File: config.mk
export PLATFORM = sky130hd
export DESIGN_NAME = vga_timing_gen
export DESIGN_NICKNAME = d
export VERILOG_FILES = /design/src/rtl/vga_timing_pkg.sv /design/src/rtl/vga_axis_counter.sv /design/src/rtl/vga_timing_gen.sv
export SDC_FILE = /design/constraint.sdc
export NUM_CORES = 1
export LEC_CHECK = 0
export ABC_AREA = 0
export ABC_CLOCK_PERIOD_IN_PS = 13300
export CAP_MARGIN = 20
export CORE_MARGIN = 2
export CORE_UTILIZATION = 50
export CTS_CLUSTER_SIZE = 12
export DETAILED_ROUTE_END_ITERATION = 8
export GPL_ROUTABILITY_DRIVEN = 1
export PLACE_DENSITY = 0.67
export SLEW_MARGIN = 20
export SYNTH_ARGS = -nofsm -noshare
export SYNTH_HDL_FRONTEND = slang
export SYNTH_HIERARCHICAL = 1
export SYNTH_SLANG_ARGS = --single-unit
File: constraint.sdc
create_clock -name clk25 -period 13.3 [get_ports clk25]
set_clock_uncertainty 0.05 [all_clocks]
set_input_delay 3.325 -clock clk25 [delete_from_list [all_inputs] [get_ports clk25]]
set_output_delay 3.325 -clock clk25 [all_outputs]
set_load 0.01 [all_outputs]
File: src/rtl/vga_timing_pkg.sv
// vga_timing_pkg
//   Shared types and constants for the VGA timing generator:
//   - axis_timing_t : one axis worth of timing (active, front porch, sync,
//                     back porch, sync polarity)
//   - H_TIMING_DEFAULT / V_MODE0_DEFAULT / V_MODE1_DEFAULT : 640x480@60 and
//                     640x400@70 reference timings
//   - mode_e        : vertical timing mode selector
//   - axis_total / axis_fits : elaboration-time width check helpers
package vga_timing_pkg;

  // Field width of the timing struct; counters of width CW use the low bits.
  localparam int TW = 16;

  typedef struct packed {
    logic [TW-1:0] act;
    logic [TW-1:0] fp;
    logic [TW-1:0] sync;
    logic [TW-1:0] bp;
    logic          pol;
  } axis_timing_t;

  localparam axis_timing_t H_TIMING_DEFAULT = '{act: 16'd640, fp: 16'd16, sync: 16'd96, bp: 16'd48, pol: 1'b0};
  localparam axis_timing_t V_MODE0_DEFAULT  = '{act: 16'd480, fp: 16'd10, sync: 16'd2,  bp: 16'd33, pol: 1'b0};
  localparam axis_timing_t V_MODE1_DEFAULT  = '{act: 16'd400, fp: 16'd12, sync: 16'd2,  bp: 16'd35, pol: 1'b1};

  typedef enum logic {
    MODE_480_60 = 1'b0,
    MODE_400_70 = 1'b1
  } mode_e;

  function automatic int axis_total(axis_timing_t t);
    return int'(t.act) + int'(t.fp) + int'(t.sync) + int'(t.bp);
  endfunction

  // True when the axis total is representable by a cw-bit counter.
  function automatic bit axis_fits(axis_timing_t t, int cw);
    return (cw > 0) && (cw <= TW) && (axis_total(t) < (1 << cw));
  endfunction

endpackage

File: src/rtl/vga_axis_counter.sv
// vga_axis_counter
//   One timing axis: a wrapping position counter plus phase decode.
//   Phase order: active, front porch, sync, back porch.
// Ports:
//   clk, reset_n   clock, synchronous active-low reset
//   en             advance the counter by one position
//   tim            timing for this axis (may change at runtime)
//   cnt            current position
//   wrap           cnt is the last position of the axis
//   act_phase      cnt is inside the active phase
//   sync_level     sync output level for cnt, already at the polarity in tim.pol
module vga_axis_counter
  import vga_timing_pkg::*;
#(
  parameter int CW = 10
) (
  input  logic          clk,
  input  logic          reset_n,
  input  logic          en,
  input  axis_timing_t  tim,
  output logic [CW-1:0] cnt,
  output logic          wrap,
  output logic          act_phase,
  output logic          sync_level
);

  logic [31:0] pos;
  logic [31:0] act_end;
  logic [31:0] sync_start;
  logic [31:0] sync_end;
  logic [31:0] last;

  always_comb begin
    pos        = 32'(cnt);
    act_end    = 32'(tim.act);
    sync_start = act_end + 32'(tim.fp);
    sync_end   = sync_start + 32'(tim.sync);
    last       = sync_end + 32'(tim.bp) - 32'd1;
  end

  assign wrap       = (pos == last);
  assign act_phase  = (pos < act_end);
  assign sync_level = ((pos >= sync_start) && (pos < sync_end)) ? tim.pol : ~tim.pol;

  always_ff @(posedge clk) begin
    if (!reset_n) begin
      cnt <= '0;
    end else if (en) begin
      cnt <= wrap ? '0 : cnt + CW'(1);
    end
  end

endmodule

File: src/rtl/vga_timing_gen.sv
// vga_timing_gen
//   VGA sync generator with two runtime-selectable vertical timings
//   (mode 0 = 640x480@60, mode 1 = 640x400@70), pixel clock enable and
//   per-mode sync polarity. All outputs are registered from the counter
//   state of the same ce edge, so they are mutually aligned with one ce of
//   latency.
// Ports:
//   clk25, reset_n    pixel clock, synchronous active-low reset
//   ce                pixel enable
//   mode_sel          requested mode, taken only at the frame wrap
//   mode_active       mode currently in effect
//   x, y              pixel / line coordinates
//   in_display_area   inside the active picture
//   hsync, vsync      sync outputs at configured polarity
//   frame, line       one-clk25 strobes at (0, V_ACT) and x = H_ACT
//   frame_count       frame counter, present only with VGA_TIMING_FRAME_CNT_EN
// Optional feature macro: VGA_TIMING_FRAME_CNT_EN
module vga_timing_gen
  import vga_timing_pkg::*;
#(
  parameter int   CW      = 10,
  parameter int   H_ACT   = int'(H_TIMING_DEFAULT.act),
  parameter int   H_FP    = int'(H_TIMING_DEFAULT.fp),
  parameter int   H_SYNC  = int'(H_TIMING_DEFAULT.sync),
  parameter int   H_BP    = int'(H_TIMING_DEFAULT.bp),
  parameter logic H_POL   = H_TIMING_DEFAULT.pol,
  parameter int   V_ACT0  = int'(V_MODE0_DEFAULT.act),
  parameter int   V_FP0   = int'(V_MODE0_DEFAULT.fp),
  parameter int   V_SYNC0 = int'(V_MODE0_DEFAULT.sync),
  parameter int   V_BP0   = int'(V_MODE0_DEFAULT.bp),
  parameter logic V_POL0  = V_MODE0_DEFAULT.pol,
  parameter int   V_ACT1  = int'(V_MODE1_DEFAULT.act),
  parameter int   V_FP1   = int'(V_MODE1_DEFAULT.fp),
  parameter int   V_SYNC1 = int'(V_MODE1_DEFAULT.sync),
  parameter int   V_BP1   = int'(V_MODE1_DEFAULT.bp),
  parameter logic V_POL1  = V_MODE1_DEFAULT.pol,
  parameter int   FCW     = 16
) (
  input  logic          clk25,
  input  logic          reset_n,
  input  logic          ce,
  input  logic          mode_sel,
  output logic          mode_active,
  output logic [CW-1:0] x,
  output logic [CW-1:0] y,
  output logic          in_display_area,
  output logic          hsync,
  output logic          vsync,
  output logic          frame,
  output logic          line
`ifdef VGA_TIMING_FRAME_CNT_EN
  ,
  output logic [FCW-1:0] frame_count
`endif
);

  localparam axis_timing_t H_TIM  = '{act: TW'(H_ACT),  fp: TW'(H_FP),  sync: TW'(H_SYNC),  bp: TW'(H_BP),  pol: H_POL};
  localparam axis_timing_t V0_TIM = '{act: TW'(V_ACT0), fp: TW'(V_FP0), sync: TW'(V_SYNC0), bp: TW'(V_BP0), pol: V_POL0};
  localparam axis_timing_t V1_TIM = '{act: TW'(V_ACT1), fp: TW'(V_FP1), sync: TW'(V_SYNC1), bp: TW'(V_BP1), pol: V_POL1};

  if (!axis_fits(H_TIM, CW) || !axis_fits(V0_TIM, CW) || !axis_fits(V1_TIM, CW) || (FCW < 1)) begin : g_bad_cfg
    $error("vga_timing_gen: a line or frame total does not fit in CW bits");
  end

  mode_e          mode_q;
  axis_timing_t   v_tim;
  logic [CW-1:0]  hcnt;
  logic [CW-1:0]  vcnt;
  logic           h_wrap, v_wrap;
  logic           h_act, v_act;
  logic           h_sync_level, v_sync_level;
  logic           v_en;
  logic           frame_hit;
  logic           line_hit;

  // The vertical timing follows mode_q, which only moves at the frame wrap,
  // so a frame always completes with the timing it started with.
  assign v_tim = (mode_q == MODE_400_70) ? V1_TIM : V0_TIM;
  assign v_en  = ce & h_wrap;

  vga_axis_counter #(.CW(CW)) u_h_axis (
    .clk        (clk25),
    .reset_n    (reset_n),
    .en         (ce),
    .tim        (H_TIM),
    .cnt        (hcnt),
    .wrap       (h_wrap),
    .act_phase  (h_act),
    .sync_level (h_sync_level)
  );

  vga_axis_counter #(.CW(CW)) u_v_axis (
    .clk        (clk25),
    .reset_n    (reset_n),
    .en         (v_en),
    .tim        (v_tim),
    .cnt        (vcnt),
    .wrap       (v_wrap),
    .act_phase  (v_act),
    .sync_level (v_sync_level)
  );

  // Strobes include ce so they drop to 0 on every ce=0 cycle.
  assign frame_hit = ce && (hcnt == '0) && (32'(vcnt) == 32'(v_tim.act));
  assign line_hit  = ce && (32'(hcnt) == 32'(H_TIM.act));

  always_ff @(posedge clk25) begin
    if (!reset_n) begin
      mode_q          <= MODE_480_60;
      x               <= '0;
      y               <= '0;
      in_display_area <= 1'b0;
      hsync           <= ~H_TIM.pol;
      vsync           <= ~V0_TIM.pol;
      frame           <= 1'b0;
      line            <= 1'b0;
    end else begin
      frame <= frame_hit;
      line  <= line_hit;
      if (ce) begin
        x               <= hcnt;
        y               <= vcnt;
        in_display_area <= h_act & v_act;
        hsync           <= h_sync_level;
        vsync           <= v_sync_level;
        if (h_wrap && v_wrap) begin
          mode_q <= mode_e'(mode_sel);
        end
      end
    end
  end

  assign mode_active = mode_q;

`ifdef VGA_TIMING_FRAME_CNT_EN
  always_ff @(posedge clk25) begin
    if (!reset_n) begin
      frame_count <= '0;
    end else if (frame_hit) begin
      frame_count <= frame_count + FCW'(1);
    end
  end
`endif

endmodule

==> reports/results.ini, run 1 <==
[route]
drt-initial-drc-count = 246
num_vias = 8493
final_antenna_net_count = 0
dr.pass1.iters = 4
drc = 0
wl_mm = 21.2
avgRoutedWirePerCell_microns = 13.2
vias_per_cell = 5.29

[cts]
cts_tree = built
clkLatencyLatePin_ns = 0.28
post_cts_buffers = 0
clkTransAtPathRegs_ns = 0.06
cts_resized = 0
cts-root-buf = clkbuf_16
cts_buffer_depth = 2
clock_sinks = 46
cts_buffers = 5
cts_hold_buffers = 0
htreeDepth = 2

[timing]
hold_slack_ns = 0.426
slew_violations = 0
fin_ws_ns = 7.66
period_share_pct = 42.4
worst_pin_slew_ns = 0.814
rsz0062_at_grt = no
setup_tns_ns = 0
slew_headroom_pct = 44.3
hold_viol = 0
setup_violations = 0
max_freq_ghz = 0.177
fin_crit_ns = 5.64

[grt]
grt_usage_pct = 21.7
grt_pass1_vias = 8135
grt_overflow_total = 0
antenna_found_initial = 0
grt_max_degree = 35
grt_pass1_wl_mm = 36.7

[pwr]
pwr-share-seq_pct = 8.6
vdd_ir_drop_max_mv = 0.0761
p_total_w = 0.00163
p_sw_w = 0.000842
p_sw_share_pct = 51.5
power_leakage_nw = 5.58
combinationalPowerShare_pct = 83.8
internal_power_w = 0.000792
clockPowerShare_pct = 7.6
power.density_nw_per_um2 = 154

[min_path]
min_path_type = flop to flop
min_from = in_display_area

[synth]
synthCells = 1197
yosys.area.top_type_share_pct = 25.6
synth_edf_count = 0
synth_cell_type_count = 90
syn-cell-area_sq_um = 9390
synth.area.top_cells = ha_1 (26%), dfxtp_1 (9.8%), inv_1 (6.8%), xnor2_1 (5.7%), a21o_1 (4.6%)
yosysMostFrequentCell = ha_1
yosys-top-cells-count = ha_1 (192), inv_1 (170), nor2_1 (75), a21oi_1 (64), xnor2_1 (61)
async_flop_share_pct = 0
yosys_warnings = 6
synth_flop_cell = dfxtp_1
yosys.area.top_type = ha_1
avgSynthCellArea_sq_um = 7.85
yosysSeqAreaShare_pct = 9.80
synth.ff_latch_count = 46

[layout]
diodes = 0
nets = 1574
drive_above_1_share_pct = 4.15
multi_input_area_sq_um = 8300
regArea_sq_um = 921
area_delta_synth_final_pct = 12.9
final_cell_area_sq_um = 10600
n_fill_cell = 1805

[worst_setup_path]
rrSetupSlack_ns = 7.66
crit_fanout = 10
cp-startpoint = mode_active
crit_required_ns = 13.40
r2r-start = mode_active
cp-start-kind = flop
crit_path_end_kind = flop
critical_path_class = flop to flop
cp.arrival_ns = 5.74

[job]
drv_cap = 0

[floorplan]
die_area_sq_um = 19900
die_x_microns = 141
io_pins = 30
std_cell_rows = 50
fp.dieH_microns = 141
core_area_sq_um = 18600
initial_core_util_pct = 50.6

[placed_design]
place_congestion = 0.914
dp_hpwl_mm = 17.6
port_buffers = 29
pre_cts_ws_ns = 7.68
placed_area_sq_um = 10500

[status]
status = finished, final reports clean

-- layout make-up --
class	count	share of cell area (%)
tap	234	2.76
multi-input combinational	1117	78.2
inverter	170	6.02
clock inverter	1	0.0472
sequential	46	8.68
timing repair buffer	32	2.90
clock buffer	7	1.34
-- layout by cell type, fill, tap and decap left out, types with 22 or more instances in the layout --
master / count
ha_1: 192
inv_1: 170
conb_1: 155
nor2_1: 75
a21oi_1: 64
xnor2_1: 61
a21o_1: 57
nand2_1: 51
xor2_1: 47
dfxtp_1: 46
o21ai_0: 41
nand3_1: 35
nor2b_1: 32
clkdlybuf4s50_1: 28
mux2i_1: 27
nor3_1: 22
-- critical path, stage by stage (launching register included) --
cell and delay, ns:
dfxtp_1 0.53, inv_1 0.20, ha_1 0.37, xnor2_1 0.17, ha_1 0.36, o211a_1 0.16, o31ai_1 0.10, nand2_1 0.15
a21o_1 0.19, a21oi_1 0.16, xor2_1 0.11, ha_1 0.28, inv_1 0.04, ha_1 0.41, a21oi_4 0.23, nor2_1 0.08
nor4_1 0.40, nand4_1 0.17, nor4_2 0.31, nand4b_1 0.12, nand4b_1 0.35, o31ai_4 0.45, nor2_1 0.10
-- logic make-up after synthesis --
group / after synthesis / share of synthesized area (%)
xor+xnor: 108 / 10.1
other cells: 2 / 0.0800
compound gates: 310 / 24.0
fa+ha+maj: 198 / 26.9
mux: 28 / 3.00
flops: 46 / 9.80
simple gates: 318 / 18.3
buf+inv: 187 / 7.97
-- routing by layer --
layer | vias up | part of all wire (%) | track usage [%]
met5 | - | 0 | 0
met4 | 0 | 2.1 | 5.00
met2 | 97 | 50 | 41.2
met3 | 41 | 1.8 | 1.60
met1 | 3864 | 46 | 26.6
li1 | 4491 | - | -
-- power groups by stage --
stage          Combinational [W]  Sequential [W]  Clock [W]
4_1_cts                  0.00119        0.000141   0.000126
3_3_place_gp             0.00119        0.000144          0
5_1_grt                  0.00154        0.000141   0.000131
3_5_place_dp             0.00119        0.000144          0
2_1_floorplan            0.00110        0.000144          0
6_report                 0.00137        0.000141   0.000124
-- metrics by stage --
| step | utilization (%) | cells |
|---|---|---|
| after global routing | 57.1 | 1607 |
| final | 57.1 | 1607 |
| after floorplan | - | 1350 |
| after CTS | 57.1 | 1607 |
| after detailed placement | 56.3 | 1599 |
| after global placement | 56.3 | 1599 |
-- registers in the layout, indices dropped and copies added (netlist names) --
name / cells
u_h_axis/cnt: 10
u_v_axis/cnt: 10
x: 10
y: 10
frame: 1
hsync: 1
in_display_area: 1
line: 1
mode_active: 1
vsync: 1
-- final timing paths --
kind	to	depth (start not counted)
setup / recovery	u_v_axis/cnt[3]	22
hold / removal	in_display_area	2
hold reg to reg	in_display_area	2
setup reg to reg	u_v_axis/cnt[3]	22
Power figures use the tool's default switching activity.
==> run 2, diff against run 1 <==
Settings changed: ABC_CLOCK_PERIOD_IN_PS 13300 to 5700.
Clock period 13.3 ns to 5.7 ns, I/O delays scaled along.
==> reports/results.ini, run 2 (same netlist as run 1, synthesis figures left out) <==
[floorplan]
fp.dieH_microns = 141  ; unchanged
io_pins = 30  ; unchanged
initial_core_util_pct = 50.6  ; unchanged
die_area_sq_um = 19900  ; unchanged
std_cell_rows = 50  ; unchanged
core_area_sq_um = 18600  ; unchanged
die_x_microns = 141  ; unchanged

[worst_setup_path]
cp-startpoint = mode_active
critical_path_class = flop to flop
slowest_delay_ns = 0.55  ; +0.02 ns
cp.arrival_ns = 5.45  ; -0.29 ns
crit_fanout = 7  ; -3
cp-start-kind = flop
crit_top_cell = a21oi_1
crit_chain = inv_1 -> inv_1 -> fa_1 -> fa_1 -> nor2b_1 -> o31ai_1 -> nand2_1 -> a21o_1 -> a21oi_1 -> xor2_1 -> ha_1 -> inv_1 -> ha_1 -> a21oi_1 -> o21ai_0 -> nand4_1 -> nand3_1 -> a21oi_1 -> a21oi_1 -> xor2_1 -> nor4b_2 -> nand3_1 -> mux2i_1 -> nor2b_1
crit_required_ns = 5.81  ; -7.59 ns
reg2reg_depth = 24  ; +9.1%
slowest_stage = xor2_1
crit_path_end_kind = flop
r2r-start = mode_active

[layout]
layout_common_cells = ha_1 (191), inv_1 (170), conb_1 (155)
mostFrequentLayoutCell = ha_1
nets = 1578  ; +0.25%
diodes = 0  ; unchanged
drive_above_1_share_pct = 4.79  ; +0.64 points
n_fill_cell = 1744  ; -3.4%
final_cell_area_sq_um = 10700  ; +0.53%
area_delta_synth_final_pct = 13.5

[timing]
setup_tns_ns = 0  ; unchanged
slew_violations = 0  ; unchanged
slew_headroom_pct = 42.6  ; -1.7 points
period_share_pct = 93.7  ; +51 points
setup_violations = 0  ; unchanged
fin_ws_ns = 0.361  ; -7.30 ns
hold_viol = 0  ; unchanged
worst_pin_slew_ns = 0.839  ; +0.0247 ns
fin_crit_ns = 5.34  ; -0.297 ns
max_freq_ghz = 0.187  ; +5.6%

[route]
drc = 0  ; unchanged
dr.pass1.iters = 4  ; unchanged
avgRoutedWirePerCell_microns = 13.1  ; -0.51%
num_vias = 8399  ; -1.1%
final_antenna_net_count = 0  ; unchanged
vias_per_cell = 5.21  ; -1.4%
drt-initial-drc-count = 234  ; -4.9%
wl_mm = 21.2  ; -0.26%

[placed_design]
port_buffers = 29  ; unchanged
placed_area_sq_um = 10500  ; +0.14%
pre_cts_ws_ns = 0.212  ; -7.46 ns
dp_hpwl_mm = 17.6  ; about the same
place_congestion = 0.905  ; -0.98%

[pwr]
power.density_nw_per_um2 = 360  ; +130%
power_leakage_nw = 5.60  ; +0.36%
vdd_ir_drop_max_mv = 0.192  ; +150%

[grt]
antenna_found_initial = 0  ; unchanged
grt_pass1_wl_mm = 36.2  ; -1.3%
grt_overflow_total = 0  ; unchanged
grt_usage_pct = 21.3  ; -0.42 points
grt_pass1_vias = 8044  ; -1.1%
grt_max_degree = 33  ; -5.7%

[min_path]
min_from = vsync
min_path_cells = 2  ; unchanged
min_path_type = flop to flop

[cts]
cts_tree = built
cts_buffer_depth = 2  ; unchanged
cts_hold_buffers = 0  ; unchanged
clkLatencyLatePin_ns = 0.28  ; about the same
clkTransAtPathRegs_ns = 0.06  ; about the same
clock_sinks = 46  ; unchanged
cts_buffers = 5  ; unchanged
htreeDepth = 2  ; unchanged
cts-root-buf = clkbuf_16

[job]
drv_cap = 0  ; unchanged

[status]
status = finished, final reports clean

==> run 2: path summary, 6_finish.rpt <==
kind | endpoint | slack, ns
worst max-delay path | mode_active | 0.36
worst min-delay path | vsync | 0.43
worst max register to register | mode_active | 0.36
worst min register to register | vsync | 0.43
==> run 2: routing by layer <==
metal  routed length, microns  global-route usage (%)
met5                        0                       0
met4                      159                    2.63
met3                      270                    1.05
met2                    10800                    41.1
met1                     9920                    26.7
==> run 2: cell type report <==
type	count	area, sq um	area share, %
Multi-Input combinational cell	1117	8320	78.0
Sequential cell	46	921	8.64
Inverter	170	638	5.99
Timing Repair Buffer	36	338	3.17
Tap cell	234	293	2.75
Clock buffer	6	139	1.30
Clock inverter	2	12.5	0.117
==> run 2: repair_timing <==
item,in CTS,in global routing
buffers inserted,0,2
resized for setup,0,4
endpoints found under the setup margin,0,10
==> run 2: worst max-delay path: cells and delay by family (launching register included) <==
kind                       cells  cell delay [ns]
xor gates and xnor gates       2             0.76
muxes                          1             0.22
AOI/OAI and AO/OA              7             1.13
and+or+nand+nor                7             0.84
adders and majority gates      4             1.56
buffers and inverters          3             0.30
DFF                            1             0.35
==> run 2: report_power, final <==
group,internal (W),switching (W)
Combinational,0.00136,0.00185
Clock,0.000173,0.000116
Sequential,0.000324,0.00000451
Total,0.00186,0.00198
==> run 2: through the flow <==
| stage | hold slack (ns) | instances | total power [W] | util [%] |
|---|---|---|---|---|
| after floorplan | 0.447 | 1350 | 0.00291 | - |
| after global placement | 0.406 | 1601 | 0.00311 | 56.4 |
| after detailed placement | 0.411 | 1601 | 0.00311 | 56.4 |
| after CTS | 0.431 | 1609 | 0.00341 | 57.2 |
| after global routing | 0.472 | 1611 | 0.00423 | 57.4 |
| final | 0.426 | 1611 | 0.00383 | 57.4 |
==> run 3, diff against run 2 <==
Settings changed: ABC_AREA 0 to 1.
==> reports/results.ini, run 3 <==
[route]
avgRoutedWirePerCell_microns = 11.5  ; -12%
drc = 0  ; unchanged
num_vias = 10400  ; +23%
drt-initial-drc-count = 465  ; +99%
vias_per_cell = 4.77  ; -8.5%
dr.pass1.iters = 4  ; unchanged
wl_mm = 25.0  ; +18%
final_antenna_net_count = 0  ; unchanged

[cts]
cts_tree = built
clkTransAtPathRegs_ns = 0.07  ; about the same
cts_buffer_depth = 2  ; unchanged
cts_resized = 0  ; unchanged
post_cts_buffers = 0  ; unchanged
cts_buffers = 5  ; unchanged
cts-root-buf = clkbuf_16
cts_hold_buffers = 0  ; unchanged
htreeDepth = 2  ; unchanged
clock_sinks = 46  ; unchanged
clkLatencyLatePin_ns = 0.30  ; +0.02 ns

[pwr]
p_sw_w = 0.00224  ; +13%
vdd_ir_drop_max_mv = 0.160  ; -16%
combinationalPowerShare_pct = 83.1  ; -0.8 points
power_leakage_nw = 6.89  ; +23%
power.density_nw_per_um2 = 346  ; -3.9%
pwr-share-seq_pct = 8.4  ; -0.2 points
clockPowerShare_pct = 8.5  ; +0.9 points
internal_power_w = 0.00179  ; -3.4%
p_sw_share_pct = 55.5  ; +4.0 points

[layout]
mostFrequentLayoutCell = nand2_1
diodes = 0  ; unchanged
layout_common_cells = nand2_1 (437), inv_1 (348), ha_1 (192)
nets = 2105  ; +33%
area_delta_synth_final_pct = 13.0
drive_above_1_share_pct = 6.04  ; +1.2 points

[worst_setup_path]
cp.arrival_ns = 4.83  ; -0.62 ns
crit_required_ns = 5.83  ; +0.02 ns
critical_path_class = flop to flop
crit_path_end_kind = flop
rrSetupSlack_ns = 1.0  ; +0.63 ns
cp-startpoint = mode_active
r2r-start = mode_active
crit_fanout = 9  ; +2
cp-start-kind = flop

[grt]
grt_pass1_wl_mm = 42.9  ; +18%
antenna_found_initial = 0  ; unchanged
grt_max_degree = 33  ; unchanged
grt_pass1_vias = 9396  ; +17%
grt_usage_pct = 23.5  ; +2.2 points
grt_overflow_total = 0  ; unchanged

[timing]
setup_violations = 0  ; unchanged
max_freq_ghz = 0.213  ; +13%
fin_crit_ns = 4.70  ; -0.634 ns
setup_tns_ns = 0  ; unchanged
hold_slack_ns = 0.418  ; -0.00823 ns
period_share_pct = 82.5  ; -11 points
worst_pin_slew_ns = 0.633  ; -0.206 ns
hold_viol = 0  ; unchanged
rsz0062_at_grt = no
slew_headroom_pct = 57.7  ; +15 points
slew_violations = 0  ; unchanged

[synth]
yosys-top-cells-count = nand2_1 (437), inv_1 (348), ha_1 (192), nor2_1 (133), a21oi_1 (125)
async_flop_share_pct = 0  ; unchanged
synth_adder_area_share_pct = 24.4  ; -2.4 points
synth_top_family_by_area = simple AND/OR/NAND/NOR gates
synth_cell_type_count = 46  ; -49%
synthSimpleGateAreaFrac_pct = 35.1  ; +17 points
yosys_warnings = 6  ; unchanged
synth_compound_area_share_pct = 11.6  ; -12 points
synth_edf_count = 0  ; unchanged
muxShareOfSynthArea_pct = 0  ; -3.0 points
synth_flop_cell = dfxtp_1
avgSynthCellArea_sq_um = 6.02  ; -23%
yosys.area.top_type = ha_1
synth.area.top_cells = ha_1 (23%), nand2_1 (16%), inv_1 (13%), dfxtp_1 (8.9%), a21oi_1 (6.1%)
synth_xor_area_share_pct = 6.27  ; -3.8 points
yosysMostFrequentCell = nand2_1
yosysSeqAreaShare_pct = 8.91  ; -0.89 points
syn-cell-area_sq_um = 10300  ; +10%
yosys.area.top_type_share_pct = 23.2  ; -2.3 points
synthCells = 1717  ; +43%
synth.ff_latch_count = 46  ; unchanged

[floorplan]
fp.dieH_microns = 148  ; +4.7%
die_x_microns = 148  ; +4.7%
die_area_sq_um = 21800  ; +9.7%
io_pins = 30  ; unchanged
initial_core_util_pct = 51.1  ; +0.52 points
std_cell_rows = 52  ; +4.0%
core_area_sq_um = 20200  ; +8.9%

[min_path]
min_path_type = flop to flop
min_from = vsync

[placed_design]
dp_hpwl_mm = 21.5  ; +22%
place_congestion = 0.874  ; -3.5%
port_buffers = 29  ; unchanged

[job]
drv_cap = 0  ; unchanged

[status]
status = finished, final reports clean

[run 3: final timing paths]
check / end / cells past startpoint
max reg2reg: mode_active / 24
min: vsync / 2
max: mode_active / 24
min reg2reg: vsync / 2
[run 3: kinds of logic after synthesis]
group / after synthesis
simple gates: 812
buf+inv: 369
compound gates: 216
fa+ha+maj: 198
xor+xnor: 74
flops: 46
other cells: 2
[run 3: metrics by stage]
| stage | cells | area [sq um] | total power, W | worst slack [ns] | util (%) |
|---|---|---|---|---|---|
| global placement | 2166 | 11500 | 0.00326 | 1.09 | 56.9 |
| detailed placement | 2166 | 11500 | 0.00327 | 0.992 | 56.9 |
| floorplan | 1871 | 10900 | 0.00304 | 1.64 | - |
| CTS | 2174 | 11700 | 0.00362 | 0.971 | 57.7 |
| finish | 2174 | 11700 | 0.00403 | 0.996 | 57.7 |
| global route | 2174 | 11700 | 0.00459 | 0.543 | 57.7 |
[run 3: critical path, stage by stage (launching register included)]
cell	delay, ns
dfxtp_1	0.39
inv_1	0.24
inv_1	0.10
fa_1	0.56
fa_1	0.49
o21ai_2	0.25
nand3_1	0.09
nand2_1	0.11
xnor2_1	0.17
ha_1	0.19
inv_1	0.04
ha_1	0.35
nand2_1	0.11
nor2_1	0.11
nand3_1	0.11
nand2_2	0.12
nand3_1	0.10
nand3_1	0.12
nand4_1	0.08
a21oi_1	0.14
nand4_1	0.09
nor2_1	0.10
nand3_1	0.19
o21ai_0	0.23
a21oi_1	0.05
[run 3: routing by layer]
metal,vias up,global-route usage [%],part of all wire [%]
met5,-,0,0
met4,0,2.26,0.63
met3,12,2.44,3.7
met2,151,36.6,40
met1,4551,36.1,55
li1,5652,-,-
[run 3: area by class of cell]
cell class | instances | area, sq um
multi-input cells | 1456 | 8580
fillers | 2082 | 8560
clock buffers | 6 | 129
flip-flops and latches | 46 | 921
clock inverters | 2 | 37.5
inverters | 362 | 1360
repair buffers | 32 | 313
well taps | 270 | 338
[run 3: power by group through the flow]
stage          Combinational (W)  Sequential (W)  Clock [W]
5_1_grt                  0.00389        0.000340   0.000361
2_1_floorplan            0.00269        0.000347          0
6_report                 0.00335        0.000339   0.000343
4_1_cts                  0.00293        0.000339   0.000346
3_5_place_dp             0.00292        0.000346          0
3_3_place_gp             0.00291        0.000346          0
